===== src/rtl/multicycle_ctrl.sv =====
// ---------------------------------------------------------------------------
// multicycle_ctrl
//
// Purpose:
//   Main control FSM for a multi-cycle MIPS CPU. Each instruction is
//   sequenced through a chain of states, and every datapath enable and mux
//   select is driven from here: PC, IR, MDR, A/B, ALUOut, register file,
//   memory port and ALU operand muxes. Memory accesses use a ready
//   handshake, so instruction fetch, loads and stores stall until memory
//   signals completion. Decodes R-type, lw, sw, beq, j and addi.
//
// Optional feature (compile-time macro CTRL_TRAP_EN):
//   defined   - an illegal opcode in DECODE enters TRAP, which raises
//               illegal_instr and holds every other output low until rst.
//   undefined - an illegal opcode retires as a NOP from DECODE (PC has
//               already advanced), and the illegal_instr port is absent.
//
// Parameters:
//   OPC_W    opcode width (IR[31:26])
//   STATE_W  state register width
//
// Ports:
//   clk            in   rising-edge clock
//   rst            in   synchronous, active-high reset
//   opcode         in   IR[31:26], valid from DECODE onward
//   zero           in   ALU zero flag, used in BRANCH
//   mem_ready      in   memory completes the current access this cycle
//   pc_en          out  PC load enable
//   iord           out  memory address select (0: PC, 1: ALUOut)
//   mem_read       out  memory read request
//   mem_write      out  memory write request
//   ir_write       out  IR load enable
//   reg_write      out  register file write enable
//   reg_dst        out  write register select (0: rt, 1: rd)
//   mem_to_reg     out  write-back select (0: ALUOut, 1: MDR)
//   alu_src_a      out  ALU A select (0: PC, 1: A)
//   alu_src_b      out  ALU B select (0: B, 1: 4, 2: imm, 3: imm << 2)
//   alu_op         out  ALU operation (0: add, 1: sub, 2: funct field)
//   pc_source      out  PC source (0: ALU result, 1: ALUOut, 2: jump target)
//   state          out  current state, for debug
//   instr_done     out  one-cycle pulse on the last cycle of an instruction
//   illegal_instr  out  high while trapped (CTRL_TRAP_EN builds only)
// ---------------------------------------------------------------------------
module multicycle_ctrl #(
  parameter int OPC_W   = 6,
  parameter int STATE_W = 4
) (
  input  logic               clk,
  input  logic               rst,
  input  logic [OPC_W-1:0]   opcode,
  input  logic               zero,
  input  logic               mem_ready,
  output logic               pc_en,
  output logic               iord,
  output logic               mem_read,
  output logic               mem_write,
  output logic               ir_write,
  output logic               reg_write,
  output logic               reg_dst,
  output logic               mem_to_reg,
  output logic               alu_src_a,
  output logic [1:0]         alu_src_b,
  output logic [1:0]         alu_op,
  output logic [1:0]         pc_source,
  output logic [STATE_W-1:0] state,
  output logic               instr_done
`ifdef CTRL_TRAP_EN
  ,
  output logic               illegal_instr
`endif
);

  // State encoding is fixed because the state code is visible on the debug
  // port; codes 13-15 have no name and fall back to FETCH.
  typedef enum logic [STATE_W-1:0] {
    S_FETCH    = STATE_W'(0),
    S_DECODE   = STATE_W'(1),
    S_MEM_ADDR = STATE_W'(2),
    S_MEM_RD   = STATE_W'(3),
    S_MEM_WB   = STATE_W'(4),
    S_MEM_WR   = STATE_W'(5),
    S_R_EXEC   = STATE_W'(6),
    S_R_WB     = STATE_W'(7),
    S_BRANCH   = STATE_W'(8),
    S_JUMP     = STATE_W'(9),
    S_I_EXEC   = STATE_W'(10),
    S_I_WB     = STATE_W'(11),
    S_TRAP     = STATE_W'(12)
  } state_t;

  // Primary opcodes understood by this controller.
  localparam logic [OPC_W-1:0] OP_RTYPE = OPC_W'(6'b000000);
  localparam logic [OPC_W-1:0] OP_LW    = OPC_W'(6'b100011);
  localparam logic [OPC_W-1:0] OP_SW    = OPC_W'(6'b101011);
  localparam logic [OPC_W-1:0] OP_BEQ   = OPC_W'(6'b000100);
  localparam logic [OPC_W-1:0] OP_J     = OPC_W'(6'b000010);
  localparam logic [OPC_W-1:0] OP_ADDI  = OPC_W'(6'b001000);

  state_t state_q;
  state_t state_d;

  logic opRtype;
  logic opLoad;
  logic opStore;
  logic opBeq;
  logic opJump;
  logic opAddi;
  logic opLegal;

  // Opcode class flags. Only meaningful from DECODE onward, which is the
  // only place the FSM looks at them.
  always_comb begin
    opRtype = (opcode == OP_RTYPE);
    opLoad  = (opcode == OP_LW);
    opStore = (opcode == OP_SW);
    opBeq   = (opcode == OP_BEQ);
    opJump  = (opcode == OP_J);
    opAddi  = (opcode == OP_ADDI);
    opLegal = opRtype | opLoad | opStore | opBeq | opJump | opAddi;
  end

  // State register. Reset wins over everything, including a pending memory
  // handshake, so an access in flight is simply abandoned.
  always_ff @(posedge clk) begin
    if (rst) begin
      state_q <= S_FETCH;
    end else begin
      state_q <= state_d;
    end
  end

  // Next-state logic. Memory states hold until mem_ready; every other state
  // advances unconditionally. The trap state only exists as a case item in
  // trap builds, so in the default build code 12 lands in the default arm
  // and recovers to FETCH like the other unused codes.
  always_comb begin
    state_d = S_FETCH;
    case (state_q)
      S_FETCH: begin
        state_d = mem_ready ? S_DECODE : S_FETCH;
      end
      S_DECODE: begin
        if (opRtype) begin
          state_d = S_R_EXEC;
        end else if (opLoad || opStore) begin
          state_d = S_MEM_ADDR;
        end else if (opBeq) begin
          state_d = S_BRANCH;
        end else if (opJump) begin
          state_d = S_JUMP;
        end else if (opAddi) begin
          state_d = S_I_EXEC;
        end else begin
`ifdef CTRL_TRAP_EN
          state_d = S_TRAP;
`else
          state_d = S_FETCH;
`endif
        end
      end
      S_MEM_ADDR: begin
        state_d = opStore ? S_MEM_WR : S_MEM_RD;
      end
      S_MEM_RD: begin
        state_d = mem_ready ? S_MEM_WB : S_MEM_RD;
      end
      S_MEM_WB: begin
        state_d = S_FETCH;
      end
      S_MEM_WR: begin
        state_d = mem_ready ? S_FETCH : S_MEM_WR;
      end
      S_R_EXEC: begin
        state_d = S_R_WB;
      end
      S_R_WB: begin
        state_d = S_FETCH;
      end
      S_BRANCH: begin
        state_d = S_FETCH;
      end
      S_JUMP: begin
        state_d = S_FETCH;
      end
      S_I_EXEC: begin
        state_d = S_I_WB;
      end
      S_I_WB: begin
        state_d = S_FETCH;
      end
`ifdef CTRL_TRAP_EN
      S_TRAP: begin
        state_d = S_TRAP;
      end
`endif
      default: begin
        state_d = S_FETCH;
      end
    endcase
  end

  // Output decode. Everything defaults low and each state raises only what
  // it needs. The few Mealy terms are the handshake-qualified enables in
  // FETCH and MEM_WR, the zero-qualified PC load in BRANCH, and (in the
  // default build) the NOP retirement pulse for an illegal opcode in DECODE.
  always_comb begin
    pc_en      = 1'b0;
    iord       = 1'b0;
    mem_read   = 1'b0;
    mem_write  = 1'b0;
    ir_write   = 1'b0;
    reg_write  = 1'b0;
    reg_dst    = 1'b0;
    mem_to_reg = 1'b0;
    alu_src_a  = 1'b0;
    alu_src_b  = 2'd0;
    alu_op     = 2'd0;
    pc_source  = 2'd0;
    instr_done = 1'b0;
`ifdef CTRL_TRAP_EN
    illegal_instr = 1'b0;
`endif
    case (state_q)
      S_FETCH: begin
        // PC + 4 is computed every fetch cycle but only committed together
        // with the IR once memory actually returns the instruction.
        mem_read  = 1'b1;
        alu_src_b = 2'd1;
        ir_write  = mem_ready;
        pc_en     = mem_ready;
      end
      S_DECODE: begin
        // Speculative branch target (PC + imm << 2) is parked in ALUOut.
        alu_src_b = 2'd3;
`ifndef CTRL_TRAP_EN
        instr_done = ~opLegal;
`endif
      end
      S_MEM_ADDR: begin
        alu_src_a = 1'b1;
        alu_src_b = 2'd2;
      end
      S_MEM_RD: begin
        mem_read = 1'b1;
        iord     = 1'b1;
      end
      S_MEM_WB: begin
        reg_write  = 1'b1;
        mem_to_reg = 1'b1;
        instr_done = 1'b1;
      end
      S_MEM_WR: begin
        mem_write  = 1'b1;
        iord       = 1'b1;
        instr_done = mem_ready;
      end
      S_R_EXEC: begin
        alu_src_a = 1'b1;
        alu_op    = 2'd2;
      end
      S_R_WB: begin
        reg_write  = 1'b1;
        reg_dst    = 1'b1;
        instr_done = 1'b1;
      end
      S_BRANCH: begin
        // Compare A - B; the target computed in DECODE comes from ALUOut.
        alu_src_a  = 1'b1;
        alu_op     = 2'd1;
        pc_source  = 2'd1;
        pc_en      = zero;
        instr_done = 1'b1;
      end
      S_JUMP: begin
        pc_source  = 2'd2;
        pc_en      = 1'b1;
        instr_done = 1'b1;
      end
      S_I_EXEC: begin
        alu_src_a = 1'b1;
        alu_src_b = 2'd2;
      end
      S_I_WB: begin
        reg_write  = 1'b1;
        instr_done = 1'b1;
      end
`ifdef CTRL_TRAP_EN
      S_TRAP: begin
        illegal_instr = 1'b1;
      end
`endif
      default: begin
      end
    endcase
  end

  // Debug view of the current state.
  assign state = state_q;

endmodule


===== config.mk =====
export PLATFORM = sky130hd
export DESIGN_NAME = multicycle_ctrl
export DESIGN_NICKNAME = d
export VERILOG_FILES = /design/src/rtl/multicycle_ctrl.sv
export SDC_FILE = /design/constraint.sdc
export NUM_CORES = 1
export LEC_CHECK = 0
export ABC_AREA = 1
export BUFFER_PORTS_ARGS = -buffer_cell sky130_fd_sc_hd__buf_2
export CORE_AREA = 2 2 39 41
export CTS_CLUSTER_SIZE = 24
export DETAILED_ROUTE_END_ITERATION = 12
export DIE_AREA = 0 0 41 43
export MAX_ROUTING_LAYER = met4
export PLACE_DENSITY = 0.7
export SLEW_MARGIN = 10
export SYNTH_ARGS = -nofsm -noshare
export SYNTH_HDL_FRONTEND = slang
export SYNTH_SLANG_ARGS = --single-unit

===== constraint.sdc =====
create_clock -name clk -period 2.7 [get_ports clk]
set_input_delay 0.135 -clock clk [delete_from_list [all_inputs] [get_ports clk]]
set_output_delay 0.135 -clock clk [all_outputs]
set_load 0.005 [all_outputs]

==> summary.md <==
| Metric | Value |
|---|---|
| # DRC | `0` |
| Starting DRT DRC Count | `17` |
| Setup TNS Final | `0 ns` |
| I/O pin count | `30` |
| Max-slew violations | `0` |
| Avg Inst Size Synth | `4.99 sq um` |
| Mapped Area | `524 sq um` |
| CP Class | `reg -> out` |
| Initial core utilization | `37.9%` |
| Worst-margin pin slew | `0.235 ns` |
| Post-layout net count | `149` |
| Mapped Cells | `105` |
| Worst Hold Class | `in -> reg` |
| Clock latency on the worst-skew pair | `0.23 ns` |
| RR Endpoint | `state[0]` |
| Req. time, crit path | `2.57 ns` |
| CTS Hold Bufs | `0` |
| Routed Antenna Nets | `0` |
| Root buf cell | `clkbuf_4` |
| Number of gates resized after cts | `0` |
| Crit path arrival time | `1.42 ns` |
| N_diodes | `0` |
| Leakage | `0.000466 uW` |
| Maxcap violations | `0` |
| Multi-input logic area | `369 sq um` |
| DIE WIDTH | `41 um` |
| Hold wc startpoint | `rst` |
| Htree depth | `1` |
| Yosys reg bits | `4` |
| Pre-CTS WS | `1.39 ns` |
| Register area | `80.1 sq um` |
| Vias post-DR | `714` |
| Share of cells above drive strength 1 | `32.1%` |
| Post-CTS Setup Bufs | `0` |
| Global-route wire length before repair | `2220 um` |
| Hold EP | `state[3]` |
| Worst R2R Path Depth | `7` |
| Startpoint Class | `flop` |
| Area grow syn2layout | `35.8%` |
| Grt total ovfl | `0` |
| Final worst slack | `1.15 ns` |
| Post-route minimum period | `1.55 ns` |
| Switch share | `28.9%` |
| Crit. End Element | `output pin` |
| Vias/cell | `4.67` |
| Top post-synthesis cells by area | `nand2_1, nor2_1, dfxtp_1` |
| Netlist cell types | `16` |
| Num CTS Buffers | `3` |
| Pre-antenna DRT Iters | `4` |
| Clk network pwr share | `39.8%` |
| Worst reg2reg startpoint | `state[3]` |
| Final wirelength | `1350 um` |
| Final Skew | `0.00480 ns` |
| Post-synth top cells | `nand2_1, nor2_1, inv_1` |
| Vias in the first global route | `593` |
| Total track usage | `17.7%` |
| Hold path cells | `2` |
| Die area | `1760 sq um` |
| CTS Buffer Depth | `2` |
| Sw power | `53.1 uW` |
| Number of flip-flops under the largest register name | `4` |
| RSZ-0062 raised after global routing | `false` |
| Worst-path maximum fanout | `6` |
| Core Area | `1380 sq um` |
| Internal | `130 uW` |
| Initial antenna violation count | `0` |
| Outcome | `finished, final reports clean` |
| Clock sinks | `4` |
| Max_slew headroom | `84.2%` |
| Cell taking the most area after synthesis | `nand2_1` |
| Area share of the largest cell type after synthesis | `21.5%` |
| Hpwl dp | `1180 um` |
| Worst vdd ir | `0.000202 V` |
| Flop2flop setup slack | `1.49 ns` |
| Largest net degree at the start of global routing | `7` |
| Comb pwr share | `25.8%` |
| Clock transition at the registers of the reported paths | `0.04 ns` |
| Seq pwr share | `34.4%` |
| IO Port Bufs | `29` |
| Per-cell routed wire length | `8.84 um` |
| Seq/Total Area, Yosys | `15.3%` |
| TritonCTS clock tree | `done` |
| Most common cell in the synthesized netlist | `nand2_1` |
| Setup violators final | `0` |
| Final hold vios | `0` |
| Achievable Freq | `644 MHz` |
| Synth warn | `0` |
| Post-synth EDFFs | `0` |
| Final GP Congestion | `0.852` |
| Cell Rows | `14` |
| Async S/R FF share, synth | `0%` |
| Syn nets | `115` |
| Final period util | `57.5%` |
| Pwr dens | `258 nW/um^2` |
| Number of fill cells | `154` |
| Chip height | `43 um` |
| Most used DFF post-synth | `dfxtp_1` |
==> placed cells by master, fill, tap and decap left out, types with 2 or more instances in the layout <==
cell type	instances
nand2_1	30
buf_2	29
nor2_1	26
inv_1	16
nand3_1	6
inv_2	4
a21oi_1	4
dfxtp_1	4
nand2_2	3
o21ai_0	3
clkbuf_4	3
nor2_4	2
nor2_2	2
==> final cells by class <==
class                   instances  area share (%)
repair buffers                 29            20.4
well taps                      16            2.81
flip-flops and latches          4            11.2
multi-input cells              81            51.8
inverters                      20            10.5
clock buffers                   3            3.16
==> kinds of logic (layout without fill, tap and decap cells) <==
| group | count (synthesis) | count (layout) | synth area share [%] |
|---|---|---|---|
| simple gates | 72 | 72 | 60.9 |
| compound gates | 9 | 9 | 9.55 |
| buf+inv | 20 | 52 | 14.3 |
| flops | 4 | 4 | 15.3 |
==> power groups by stage <==
stage	sequential (uW)	combinational (uW)	clock, uW
2_1_floorplan	64.1	26.1	0
3_3_place_gp	63.9	47.2	0
3_5_place_dp	64.1	47.5	0
4_1_cts	63.2	47.7	75.3
5_1_grt	63.2	54.5	81.1
6_report	63.1	47.3	73.1
==> how the worst max path moves through the flow <==
| stage | to | start | slack [ns] | depth (start not counted) |
|---|---|---|---|---|
| after CTS | instr_done | state[2] | 1.14 | 8 |
| final | instr_done | state[2] | 1.15 | 8 |
| after floorplan | instr_done | state[0] | 1.57 | 6 |
| after global routing | instr_done | state[2] | 0.98 | 8 |
| after global placement | instr_done | state[2] | 1.39 | 8 |
| after detailed placement | instr_done | state[2] | 1.39 | 8 |
==> through the flow <==
stage                     hold WS, ns  instance area (sq um)  total power [uW]  utilization, %  cells
after CTS                       0.106                    712               186            51.4    153
after detailed placement        0.349                    689               112            49.8    150
after global placement          0.343                    689               111            49.8    150
after global routing            0.117                    712               199            51.4    153
after floorplan                 0.204                    524              90.2               -    105
final                           0.108                    712               183            51.4    153
==> routing by layer <==
layer	share of wire (%)	wire, um	vias up	global-route usage (%)
li1	-	-	386	-
met1	45	605	310	20.2
met2	50	679	18	31.3
met3	5.0	68	0	1.57
met4	0	0	0	4.00
met5	0	0	-	-
==> critical path, stage by stage (launching register included) <==
cell and delay, ns:
dfxtp_1 0.36, nor2_2 0.20, inv_2 0.09, nor2_4 0.15
nand2_1 0.07, nor2_1 0.08, nand3_1 0.07, nand2_1 0.06
buf_2 0.10
Power figures use the tool's default switching activity.
